### src/rtl/asi_fetch_pkg.sv
// Shared types and constants for the asi instruction fetch stage.
package asi_fetch_pkg;

    localparam int unsigned XLEN = 32;

    localparam logic [7:0] OP_J   = 8'h01;
    localparam logic [7:0] OP_JAL = 8'h02;

    typedef enum logic [1:0] {
        IDLE  = 2'd0,
        REQ   = 2'd1,
        DRAIN = 2'd2
    } fetch_state_e;

    typedef struct packed {
        logic [XLEN-1:0] pc;
        logic [XLEN-1:0] word;
    } fetch_entry_t;

    // Unconditional jumps whose target is encoded in the low 24 bits.
    function automatic logic is_jump(input logic [XLEN-1:0] word);
        return (word[31:24] == OP_J) || (word[31:24] == OP_JAL);
    endfunction

endpackage

### src/rtl/asi_fetch_if.sv
// Fetch-stage bus: instruction memory read port plus core delivery/redirect.
interface asi_fetch_if;
    import asi_fetch_pkg::*;

    logic            imem_req;
    logic [XLEN-1:0] imem_addr;
    logic            imem_ack;
    logic [XLEN-1:0] imem_rdata;
    logic            redirect_valid;
    logic [XLEN-1:0] redirect_pc;
    logic            stall;
    logic [XLEN-1:0] instruction;
    logic            write_enable;
    logic [XLEN-1:0] pc;

    // Fetch stage side.
    modport master (
        output imem_req, imem_addr, instruction, write_enable, pc,
        input  imem_ack, imem_rdata, redirect_valid, redirect_pc, stall
    );

    // Memory/core environment side.
    modport slave (
        input  imem_req, imem_addr, instruction, write_enable, pc,
        output imem_ack, imem_rdata, redirect_valid, redirect_pc, stall
    );

endinterface

### src/rtl/asi_fetch_fifo.sv
// Prefetch queue with flush; the head entry and its valid flag are registered.
module asi_fetch_fifo
    import asi_fetch_pkg::*;
#(
    parameter int unsigned DEPTH = 4
) (
    input  logic                        clock,
    input  logic                        reset,
    input  logic                        flush_i,
    input  logic                        push_i,
    input  fetch_entry_t                push_data_i,
    input  logic                        pop_i,
    output fetch_entry_t                head_o,
    output logic                        valid_o,
    output logic [$clog2(DEPTH):0]      count_o,
    output logic                        full_o,
    output logic                        empty_o
);
    localparam int unsigned AW = $clog2(DEPTH);
    localparam int unsigned CW = AW + 1;

    fetch_entry_t   mem_q [DEPTH];
    logic [AW-1:0]  wr_ptr_q, wr_ptr_d, rd_ptr_q, rd_ptr_d;
    logic [CW-1:0]  count_q, count_d, left_c;
    fetch_entry_t   head_q, head_d;
    logic           valid_q, valid_d;
    logic           push_c, pop_c;

    assign full_o  = (count_q == CW'(DEPTH));
    assign empty_o = (count_q == '0);
    assign count_o = count_q;
    assign head_o  = head_q;
    assign valid_o = valid_q;

    // Pointer/occupancy update and selection of the next head entry.
    always_comb begin
        pop_c    = pop_i && !empty_o;
        push_c   = push_i && (!full_o || pop_c);
        left_c   = count_q - CW'(pop_c);
        wr_ptr_d = wr_ptr_q;
        rd_ptr_d = rd_ptr_q;
        count_d  = count_q;
        head_d   = head_q;
        valid_d  = valid_q;
        if (flush_i) begin
            wr_ptr_d = '0;
            rd_ptr_d = '0;
            count_d  = '0;
            valid_d  = 1'b0;
        end else begin
            rd_ptr_d = rd_ptr_q + AW'(pop_c);
            wr_ptr_d = wr_ptr_q + AW'(push_c);
            count_d  = left_c + CW'(push_c);
            if (left_c != '0) begin
                head_d  = mem_q[rd_ptr_d];
                valid_d = 1'b1;
            end else if (push_c) begin
                head_d  = push_data_i;
                valid_d = 1'b1;
            end else begin
                valid_d = 1'b0;
            end
        end
    end

    // Entry storage; contents need no reset, occupancy tracks validity.
    always_ff @(posedge clock) begin
        if (push_c && !flush_i) begin
            mem_q[wr_ptr_q] <= push_data_i;
        end
    end

    // Control and head registers.
    always_ff @(posedge clock or negedge reset) begin
        if (!reset) begin
            wr_ptr_q <= '0;
            rd_ptr_q <= '0;
            count_q  <= '0;
            head_q   <= '0;
            valid_q  <= 1'b0;
        end else begin
            wr_ptr_q <= wr_ptr_d;
            rd_ptr_q <= rd_ptr_d;
            count_q  <= count_d;
            head_q   <= head_d;
            valid_q  <= valid_d;
        end
    end

endmodule

### src/rtl/asi_fetch.sv
// Instruction fetch stage for the asi core: one outstanding imem read,
// prefetch queue, redirect handling with stale-ack draining.
// Optional: define ASI_FETCH_PREDECODE_EN to follow J/JAL targets at push time.
module asi_fetch
    import asi_fetch_pkg::*;
#(
    parameter logic [XLEN-1:0] RESET_PC   = 32'h0000_0000,
    parameter int unsigned     FIFO_DEPTH = 4
) (
    input  logic        clock,
    input  logic        reset,
    asi_fetch_if.master bus
);
    localparam int unsigned CW = $clog2(FIFO_DEPTH) + 1;

    fetch_state_e    state_q, state_d;
    logic            req_q, req_d;
    logic [XLEN-1:0] addr_q, addr_d;
    logic [XLEN-1:0] fetch_pc_q, fetch_pc_d;
    logic [XLEN-1:0] next_pc_c;
    logic            push_c, pop_c, space_c, outstanding_c;
    logic            full_c, empty_c, head_valid_c;
    logic [CW-1:0]   count_c;
    fetch_entry_t    head_c;

    assign outstanding_c = (state_q != IDLE);
    assign space_c       = (32'(count_c) + 32'(outstanding_c)) < FIFO_DEPTH;
    assign pop_c         = !empty_c && !bus.stall;

    asi_fetch_fifo #(.DEPTH(FIFO_DEPTH)) u_fifo (
        .clock       (clock),
        .reset       (reset),
        .flush_i     (bus.redirect_valid),
        .push_i      (push_c),
        .push_data_i ('{pc: fetch_pc_q, word: bus.imem_rdata}),
        .pop_i       (pop_c),
        .head_o      (head_c),
        .valid_o     (head_valid_c),
        .count_o     (count_c),
        .full_o      (full_c),
        .empty_o     (empty_c)
    );

    assign bus.imem_req     = req_q;
    assign bus.imem_addr    = addr_q;
    assign bus.instruction  = head_c.word;
    assign bus.pc           = head_c.pc;
    assign bus.write_enable = head_valid_c;

    // Fetch FSM next state; redirect outranks push, stale acks are dropped.
    always_comb begin
        state_d    = state_q;
        req_d      = req_q;
        addr_d     = addr_q;
        fetch_pc_d = fetch_pc_q;
        push_c     = 1'b0;
        next_pc_c  = fetch_pc_q + XLEN'(1);
`ifdef ASI_FETCH_PREDECODE_EN
        if (is_jump(bus.imem_rdata)) begin
            next_pc_c = {8'h00, bus.imem_rdata[23:0]};
        end
`endif
        if (bus.redirect_valid) begin
            fetch_pc_d = bus.redirect_pc;
        end
        case (state_q)
            IDLE: begin
                if (bus.redirect_valid) begin
                    state_d = REQ;
                    req_d   = 1'b1;
                    addr_d  = bus.redirect_pc;
                end else if (space_c) begin
                    state_d = REQ;
                    req_d   = 1'b1;
                    addr_d  = fetch_pc_q;
                end
            end
            REQ: begin
                if (bus.redirect_valid) begin
                    // Request stays up at the old address until its ack drains.
                    if (bus.imem_ack) begin
                        state_d = IDLE;
                        req_d   = 1'b0;
                    end else begin
                        state_d = DRAIN;
                    end
                end else if (bus.imem_ack) begin
                    push_c     = !full_c;
                    fetch_pc_d = next_pc_c;
                    state_d    = IDLE;
                    req_d      = 1'b0;
                end
            end
            DRAIN: begin
                // Queue was flushed, so the new fetch can issue right after the stale ack.
                if (bus.imem_ack) begin
                    state_d = REQ;
                    req_d   = 1'b1;
                    addr_d  = fetch_pc_d;
                end
            end
            default: begin
                state_d = IDLE;
                req_d   = 1'b0;
            end
        endcase
    end

    // FSM, PC and memory-request registers.
    always_ff @(posedge clock or negedge reset) begin
        if (!reset) begin
            state_q    <= IDLE;
            req_q      <= 1'b0;
            addr_q     <= RESET_PC;
            fetch_pc_q <= RESET_PC;
        end else begin
            state_q    <= state_d;
            req_q      <= req_d;
            addr_q     <= addr_d;
            fetch_pc_q <= fetch_pc_d;
        end
    end

endmodule
### src/flat_wrapper.sv
// flat-port wrapper written by rule: the top's interface ports become plain ports
module asi_fetch_flat import asi_fetch_pkg::*;
#(
    parameter logic [XLEN-1:0] RESET_PC   = 32'h0000_0000,
    parameter int unsigned     FIFO_DEPTH = 4
)
  (clock, reset, bus_imem_req, bus_imem_addr, bus_instruction, bus_write_enable, bus_pc, bus_imem_ack, bus_imem_rdata, bus_redirect_valid, bus_redirect_pc, bus_stall);
  asi_fetch_if bus_i ();
  input  logic clock;
  input  logic reset;
  output wire logic [$bits(bus_i.imem_req)-1:0] bus_imem_req;
  output wire logic [$bits(bus_i.imem_addr)-1:0] bus_imem_addr;
  output wire logic [$bits(bus_i.instruction)-1:0] bus_instruction;
  output wire logic [$bits(bus_i.write_enable)-1:0] bus_write_enable;
  output wire logic [$bits(bus_i.pc)-1:0] bus_pc;
  input wire logic [$bits(bus_i.imem_ack)-1:0] bus_imem_ack;
  input wire logic [$bits(bus_i.imem_rdata)-1:0] bus_imem_rdata;
  input wire logic [$bits(bus_i.redirect_valid)-1:0] bus_redirect_valid;
  input wire logic [$bits(bus_i.redirect_pc)-1:0] bus_redirect_pc;
  input wire logic [$bits(bus_i.stall)-1:0] bus_stall;
  assign bus_imem_req = bus_i.imem_req;
  assign bus_imem_addr = bus_i.imem_addr;
  assign bus_instruction = bus_i.instruction;
  assign bus_write_enable = bus_i.write_enable;
  assign bus_pc = bus_i.pc;
  assign bus_i.imem_ack = bus_imem_ack;
  assign bus_i.imem_rdata = bus_imem_rdata;
  assign bus_i.redirect_valid = bus_redirect_valid;
  assign bus_i.redirect_pc = bus_redirect_pc;
  assign bus_i.stall = bus_stall;
  asi_fetch #(.RESET_PC(RESET_PC), .FIFO_DEPTH(FIFO_DEPTH)) u_core (.clock(clock), .reset(reset), .bus(bus_i));
endmodule
### config.mk
export PLATFORM = sky130hd
export DESIGN_NAME = asi_fetch_flat
export DESIGN_NICKNAME = d
export VERILOG_FILES = /design/src/rtl/asi_fetch_pkg.sv /design/src/rtl/asi_fetch_if.sv /design/src/rtl/asi_fetch_fifo.sv /design/src/rtl/asi_fetch.sv /design/src/flat_wrapper.sv
export SDC_FILE = /design/constraint.sdc
export NUM_CORES = 1
export LEC_CHECK = 0
export ABC_AREA = 1
export CAP_MARGIN = 20
export CORE_MARGIN = 2
export CORE_UTILIZATION = 60
export CTS_BUF_LIST = sky130_fd_sc_hd__clkbuf_8
export DETAILED_ROUTE_END_ITERATION = 10
export PLACE_DENSITY = 0.79
export SYNTH_ARGS = -nofsm -noshare
export SYNTH_HDL_FRONTEND = slang
export SYNTH_SLANG_ARGS = --single-unit
### constraint.sdc
create_clock -name clock -period 6.3 [get_ports clock]
set_input_delay 1.26 -clock clock [delete_from_list [all_inputs] [get_ports clock]]
set_output_delay 1.26 -clock clock [all_outputs]
set_load 0.1 [all_outputs]
==> results of run 1 <==
-- stage by stage --
step                      instance area [um2]  worst slack, ns  TNS, ns  hold WS [ns]  instances
after CTS                               20720            2.491        0        0.4880       2206
final                                   20720            2.464        0        0.4861       2206
after global routing                    20720            2.263        0        0.5076       2206
after floorplan                         17730          -0.3243   -83.00        0.4710       1613
after global placement                  19610            1.902        0        0.4679       2093
after detailed placement                19610            1.855        0        0.4644       2093
-- flip-flops by register name, indices dropped and copies added (netlist names) --
signal / flops
u_core.bus.imem_addr: 32
u_core.bus.imem_req: 1
u_core.fetch_pc_q: 32
u_core.state_q: 2
u_core.u_fifo.count_o: 3
u_core.u_fifo.head_o: 64
u_core.u_fifo.mem_q: 256
u_core.u_fifo.rd_ptr_q: 2
u_core.u_fifo.valid_o: 1
u_core.u_fifo.wr_ptr_q: 2
-- how the worst max path moves through the flow --
stage / startpoint / end / slack [ns]
floorplan: bus_redirect_valid / u_core.u_fifo.mem_q[0][0]$_DFFE_PP_ / -0.32
global placement: bus_stall / u_core.u_fifo.head_o[38]$_DFFE_PN0P_ / 1.90
detailed placement: bus_stall / u_core.u_fifo.head_o[38]$_DFFE_PN0P_ / 1.86
CTS: bus_stall / u_core.u_fifo.head_o[38]$_DFFE_PN0P_ / 2.49
global route: bus_stall / u_core.u_fifo.head_o[38]$_DFFE_PN0P_ / 2.26
finish: bus_stall / u_core.u_fifo.head_o[38]$_DFFE_PN0P_ / 2.46
-- cells in the final DEF, fill, tap and decap left out, types with 2 or more instances in the layout --
master / instances
nand2_1: 329
edfxtp_1: 256
clkdlybuf4s50_1: 164
inv_1: 161
or2_2: 149
dfrtp_1: 139
o211ai_1: 112
nor2_1: 84
nand3_1: 84
clkbuf_8: 66
o21ai_0: 51
nand3_2: 50
o21ai_2: 50
a21oi_1: 26
buf_4: 17
xor2_1: 12
a31oi_1: 10
clkinv_1: 6
nand4_1: 6
o21ai_1: 6
ha_1: 6
inv_2: 4
nor3_2: 4
o21a_1: 3
nand2_2: 2
nand3b_1: 2
xnor2_2: 2
clkinv_2: 2
-- worst reg2reg max path: stages (launching register included) --
cell and delay [ns]:
dfrtp_1 0.41, inv_1 0.17, a31oi_1 0.18, ha_4 0.75, inv_2 0.52, buf_4 0.39
nand2_1 0.11, nand2_1 0.05, nand2_1 0.06, nand2_1 0.10, a21oi_1 0.36, a21oi_1 0.11
-- synthesized netlist by cell type (2+ instances only) --
cell type    n
a21oi_1     26
a31oi_1     10
buf_1        3
buf_2       18
buf_4        2
buf_6        4
buf_8        7
clkbuf_1    54
dfrtp_1    139
edfxtp_1   256
ha_1         7
inv_1      125
inv_2        3
nand2_1    329
nand2_2      2
nand3_1     84
nand3_2     51
nand3b_1     2
nand4_1      6
nor2_1      84
nor3_1       5
o211ai_1   112
o21a_1       3
o21ai_0     51
o21ai_1      6
o21ai_2     50
or2_2      149
xnor2_1      2
xor2_1      13
-- metal layers --
metal / vias to the layer above / wire, um / track usage, % / part of all wire, %
li1: 5830 / - / - / -
met1: 6038 / 18270 / 39.13 / 45
met2: 524 / 19160 / 43.04 / 47
met3: 65 / 2748 / 4.048 / 6.7
met4: 0 / 840 / 7.851 / 2.0
met5: - / 0 / 0 / 0
-- kinds of logic (layout without fill, tap and decap cells) --
logic type / count (synthesis) / count (layout) / share of synthesized area [%]
and+or+nand+nor: 715 / 715 / 19.95
DFF: 395 / 395 / 62.98
AOI/OAI and AO/OA: 263 / 263 / 10.37
buffers and inverters: 217 / 426 / 5.377
xor gates and xnor gates: 16 / 16 / 0.8328
adders and majority gates: 7 / 7 / 0.4940
-- final cells by class --
class	count	share of cell area, %
Inverter	129	2.337
Multi-Input combinational cell	1001	27.40
Tap cell	384	2.319
Clock buffer	66	4.385
Timing Repair Buffer	184	8.715
Sequential cell	395	53.90
Clock inverter	47	0.9422
==> metrics.md, run 1 <==
| Metric | Value |
|---|---|
| Clk slew on worst S/H paths | `roughly 0.06 ns` |
| Synthesized flop and latch total | `between 300 and 400` |
| Fmax | `roughly 260 MHz` |
| Syn_area_per_cell | `10.99 um2` |
| Worst-Skew Late Latency | `between 0.6 and 0.7 ns` |
| Detailed placement HPWL | `around 25 mm` |
| Worst EP required | `about 6.8 ns` |
| Most frequent CP cell | `nand2_1` |
| Status | `finished clean` |
| Crit start category | `input pin` |
| YS warnings | `0` |
| # DRC | `0` |
| Antenna Cells | `0` |
| Slowest library cell on the worst path | `ha_4` |
| Top cells by area, synth | `edfxtp_1, dfrtp_1, nand2_1, or2_2, o211ai_1` |
| Most common flop cell mapped by yosys | `edfxtp_1` |
| P&R area growth vs syn | `16.85%` |
| Worst R2R Start | `u_core.u_fifo.count_o[2]$_DFF_PN0_` |
| Worst Tran Pin Value | `about 1.1 ns` |
| Largest net degree at the start of global routing | `between 100 and 150` |
| Worst path depth | `11` |
| Final min period | `about 3.8 ns` |
| Tcrit/Tclk final | `between 60% and 70%` |
| Via-to-Cell Ratio | `5.647` |
| Max incr delay on CP | `around 0.63 ns` |
| Clock buffer count from CTS | `60` |
| Synth unique cells | `39` |
| Vias in the first global route | `about 12000` |
| Pins Over Slew Limit | `0` |
| Final nets | `roughly 1800` |
| Final Hold Viols | `0` |
| H-tree lvl count | `2` |
| Max_cap viols | `0` |
| Post-route ant nets | `0` |
| Vias | `around 12000` |
| Min-delay worst type | `flip-flop to flip-flop` |
| Synth top area share | `43.36%` |
| IO Pins | `167` |
| Final Util | `between 70% and 80%` |
| WHS Endpoint | `u_core.bus.imem_addr[9]$_DFFE_PN0P_` |
| Share of layout cells above drive strength 1 | `between 10% and 20%` |
| Die height | `roughly 180 um` |
| Clock skew | `roughly 0.013 ns` |
| Setup Viol. Count Final | `0` |
| Async S/R FF share, synth | `about a third` |
| Post-synth top area cell | `edfxtp_1` |
| Critical Path AT | `4.29 ns` |
| CTS resizes | `0` |
| Fillers | `roughly 2100` |
| Initial core utilization | `61.27%` |
| Port bufs | `166` |
| Storage cell area | `about 11000 um2` |
| Root Driver | `clkbuf_8` |
| Slew headroom | `around 29%` |
| Register area share after synthesis | `62.98%` |
| GP Congestion | `~0.93` |
| Longest Clk Path Bufs | `3` |
| Clk sink count | `395` |
| Multi-input logic area | `5677 um2` |
| FP Rows | `62` |
| Hold_buf cts | `0` |
| Die W | `about 180 um` |
| CP delay by family, top | `buffers and inverters` |
| Drt first pass iters | `5` |
| First-pass GRT wire length | `between 60 and 70 mm` |
| Initial antenna violation count | `0` |
| CP cell instances | `clkdlybuf4s50_1 -> a31oi_1 -> ha_4 -> inv_2 -> buf_4 -> nand2_1 -> nand2_1 -> nand2_1 -> nand2_1 -> a21oi_1 -> a21oi_1` |
| WL final | `41.03 mm` |
| Worst-path fanout max | `61` |
| Gr usage total | `a little over a quarter` |
| Crit path kind | `input pin to flip-flop` |
| DRT iter0 DRCs | `1043` |
| Crit path buf inv count | `3` |
| Grt total ovfl | `0` |
| Die Area | `approximately 31000 um2` |
| Wire length per cell | `between 15 and 20 um` |
| RSZ-0062 raised after global routing | `false` |
| CTS tree | `built` |
| Setup slack, reg-to-reg | `approximately 3.0 ns` |
| RR Endpoint | `u_core.u_fifo.head_o[38]$_DFFE_PN0P_` |
| Core Region | `28940 um2` |
| Mapped cell area | `17730 um2` |
| Number of synthesized flops with an enable pin | `~260` |
| Hold_sp | `u_core.bus.imem_addr[9]$_DFFE_PN0P_` |
| Post-CTS Setup Inserts | `0` |
| Hold depth | `2` |
| Path depth of the worst reg2reg path | `11` |
| Syn Nets | `approximately 1700` |
| Crit end category | `flip-flop` |
| Synth Instances | `1613` |
Power of run 1 is left out: the tool's default activity adds up to more than one toggle a clock period on the data nets, which glitch-free logic cannot reach.
==> run 2, diff against run 1 <==
==> constraint.sdc (replaced) <==
create_clock -name clock -period 3.77 [get_ports clock]
set_input_delay 0.754 -clock clock [delete_from_list [all_inputs] [get_ports clock]]
set_output_delay 0.754 -clock clock [all_outputs]
set_load 0.1 [all_outputs]
==> metrics.md, run 2 (synthesis results as in run 1) <==
| Metric | Value |
|---|---|
| Detailed placement HPWL | `approximately 26 mm` |
| Leading cell type in the layout, fill and taps excluded | `nand2_1` |
| CP cell instances | `clkdlybuf4s50_1` |
| # DRC | `0` |
| Total Neg Setup Slack | `0 ns` |
| Root Driver | `clkbuf_8` |
| Clock skew | `0.02695 ns` |
| Pins Over Slew Limit | `0` |
| Share of layout cells above drive strength 1 | `between 20% and 30%` |
| H-tree lvl count | `2` |
| Commonest cells after routing, fill and taps aside | `nand2_1, edfxtp_1, clkdlybuf4s50_1, or2_2, inv_1` |
| P&R area growth vs syn | `18.76%` |
| First-pass GRT wire length | `around 68 mm` |
| Final Hold Viols | `0` |
| Vias | `approximately 12000` |
| Gr usage total | `about 28%` |
| RSZ-0062 raised after global routing | `false` |
| Clk slew on worst S/H paths | `roughly 0.06 ns` |
| Initial antenna violation count | `0` |
| Crit path buf inv count | `1` |
| Worst path depth | `1` |
| WL final | `between 40 and 50 mm` |
| Worst EP required | `slightly above 3 ns` |
| Via-to-Cell Ratio | `5.629` |
| GP Congestion | `~0.89` |
| Clock buffer count from CTS | `60` |
| Largest net degree at the start of global routing | `around 130` |
| Final min period | `2.923 ns` |
| Clk sink count | `between 300 and 400` |
| Slowest library cell on the worst path | `clkdlybuf4s50_1` |
| Fmax | `about 340 MHz` |
| Min-delay worst type | `input pin to asynchronous set/reset pin` |
| Max_cap viols | `0` |
| Antenna Cells | `0` |
| Worst-path fanout max | `2` |
| Die Area | `~31000 um2` |
| FP Rows | `62` |
| Vias in the first global route | `roughly 13000` |
| Path depth of the worst reg2reg path | `11` |
| Longest Clk Path Bufs | `3` |
| Crit path kind | `flip-flop to output pin` |
| Post-route ant nets | `0` |
| Core Region | `just under 30000 um2` |
| Max reg flops | `around 260` |
| Port bufs | `around 170` |
| Hold_buf cts | `0` |
| Max incr delay on CP | `approximately 1.2 ns` |
| Setup Viol. Count Final | `0` |
| WHS | `around 0.13 ns` |
| Post-CTS Setup Inserts | `0` |
| CTS tree | `built` |
| Initial core utilization | `about three fifths` |
| Slew headroom | `between 20% and 30%` |
| Worst Tran Pin Value | `~1.1 ns` |
| Die W | `roughly 180 um` |
| Worst-Skew Late Latency | `roughly 0.60 ns` |
| DRT iter0 DRCs | `~1200` |
| Tcrit/Tclk final | `between 70% and 80%` |
| Critical Path AT | `about 2.2 ns` |
| Crit start category | `flip-flop` |
| CTS resizes | `0` |
| Drt first pass iters | `6` |
| Crit end category | `output pin` |
| Final Util | `between 70% and 80%` |
| CP delay by family, top | `buffers and inverters` |
| Grt total ovfl | `0` |
| Wire length per cell | `between 15 and 20 um` |
| Status | `finished clean` |
| Die height | `between 150 and 200 um` |
| Final nets | `1862` |
| IO Pins | `about 170` |
| Largest Register | `u_core.u_fifo.mem_q` |
-- run 2: final timing paths --
check	startpoint	endpoint	slack, ns
min in group clock	u_core.bus.imem_addr[0]$_DFFE_PN0P_	u_core.bus.imem_addr[0]$_DFFE_PN0P_	0.49
setup reg to reg	u_core.u_fifo.count_o[2]$_DFF_PN0_	u_core.u_fifo.head_o[17]$_DFFE_PN0P_	1.19
hold / removal	reset	u_core.u_fifo.head_o[9]$_DFFE_PN0P_	0.13
hold reg to reg	u_core.bus.imem_addr[0]$_DFFE_PN0P_	u_core.bus.imem_addr[0]$_DFFE_PN0P_	0.49
setup / recovery	u_core.u_fifo.head_o[48]$_DFFE_PN0P_	bus_pc[16]	0.85
max in group asynchronous	reset	u_core.u_fifo.head_o[29]$_DFFE_PN0P_	2.73
-- run 2: area by class of cell --
class	count	area, um2
clock buffers	64	880.8
fillers	2033	7879
multi-input cells	1001	5702
inverters	129	484.2
flip-flops and latches	395	11170
repair buffers	199	2093
clock inverters	48	250.2
well taps	384	480.5
-- run 2: routing by layer --
metal	GRT usage [%]	routed length, um	share of wire, %	vias to the layer above
li1	-	-	-	5873
met1	40.06	18320	43	6038
met2	45.03	19990	47	512
met3	4.156	2943	7.0	74
met4	8.506	1011	2.4	0
met5	0	0	0	-
-- run 2: through the flow --
stage	setup WS, ns	cell area (um2)	instances
global placement	0.6492	19930	2108
detailed placement	0.5316	19930	2108
finish	0.8471	21060	2220
floorplan	-0.3962	17750	1613
global route	0.7666	21060	2220
CTS	0.8126	21060	2220
Power of run 2 is left out for the same reason.
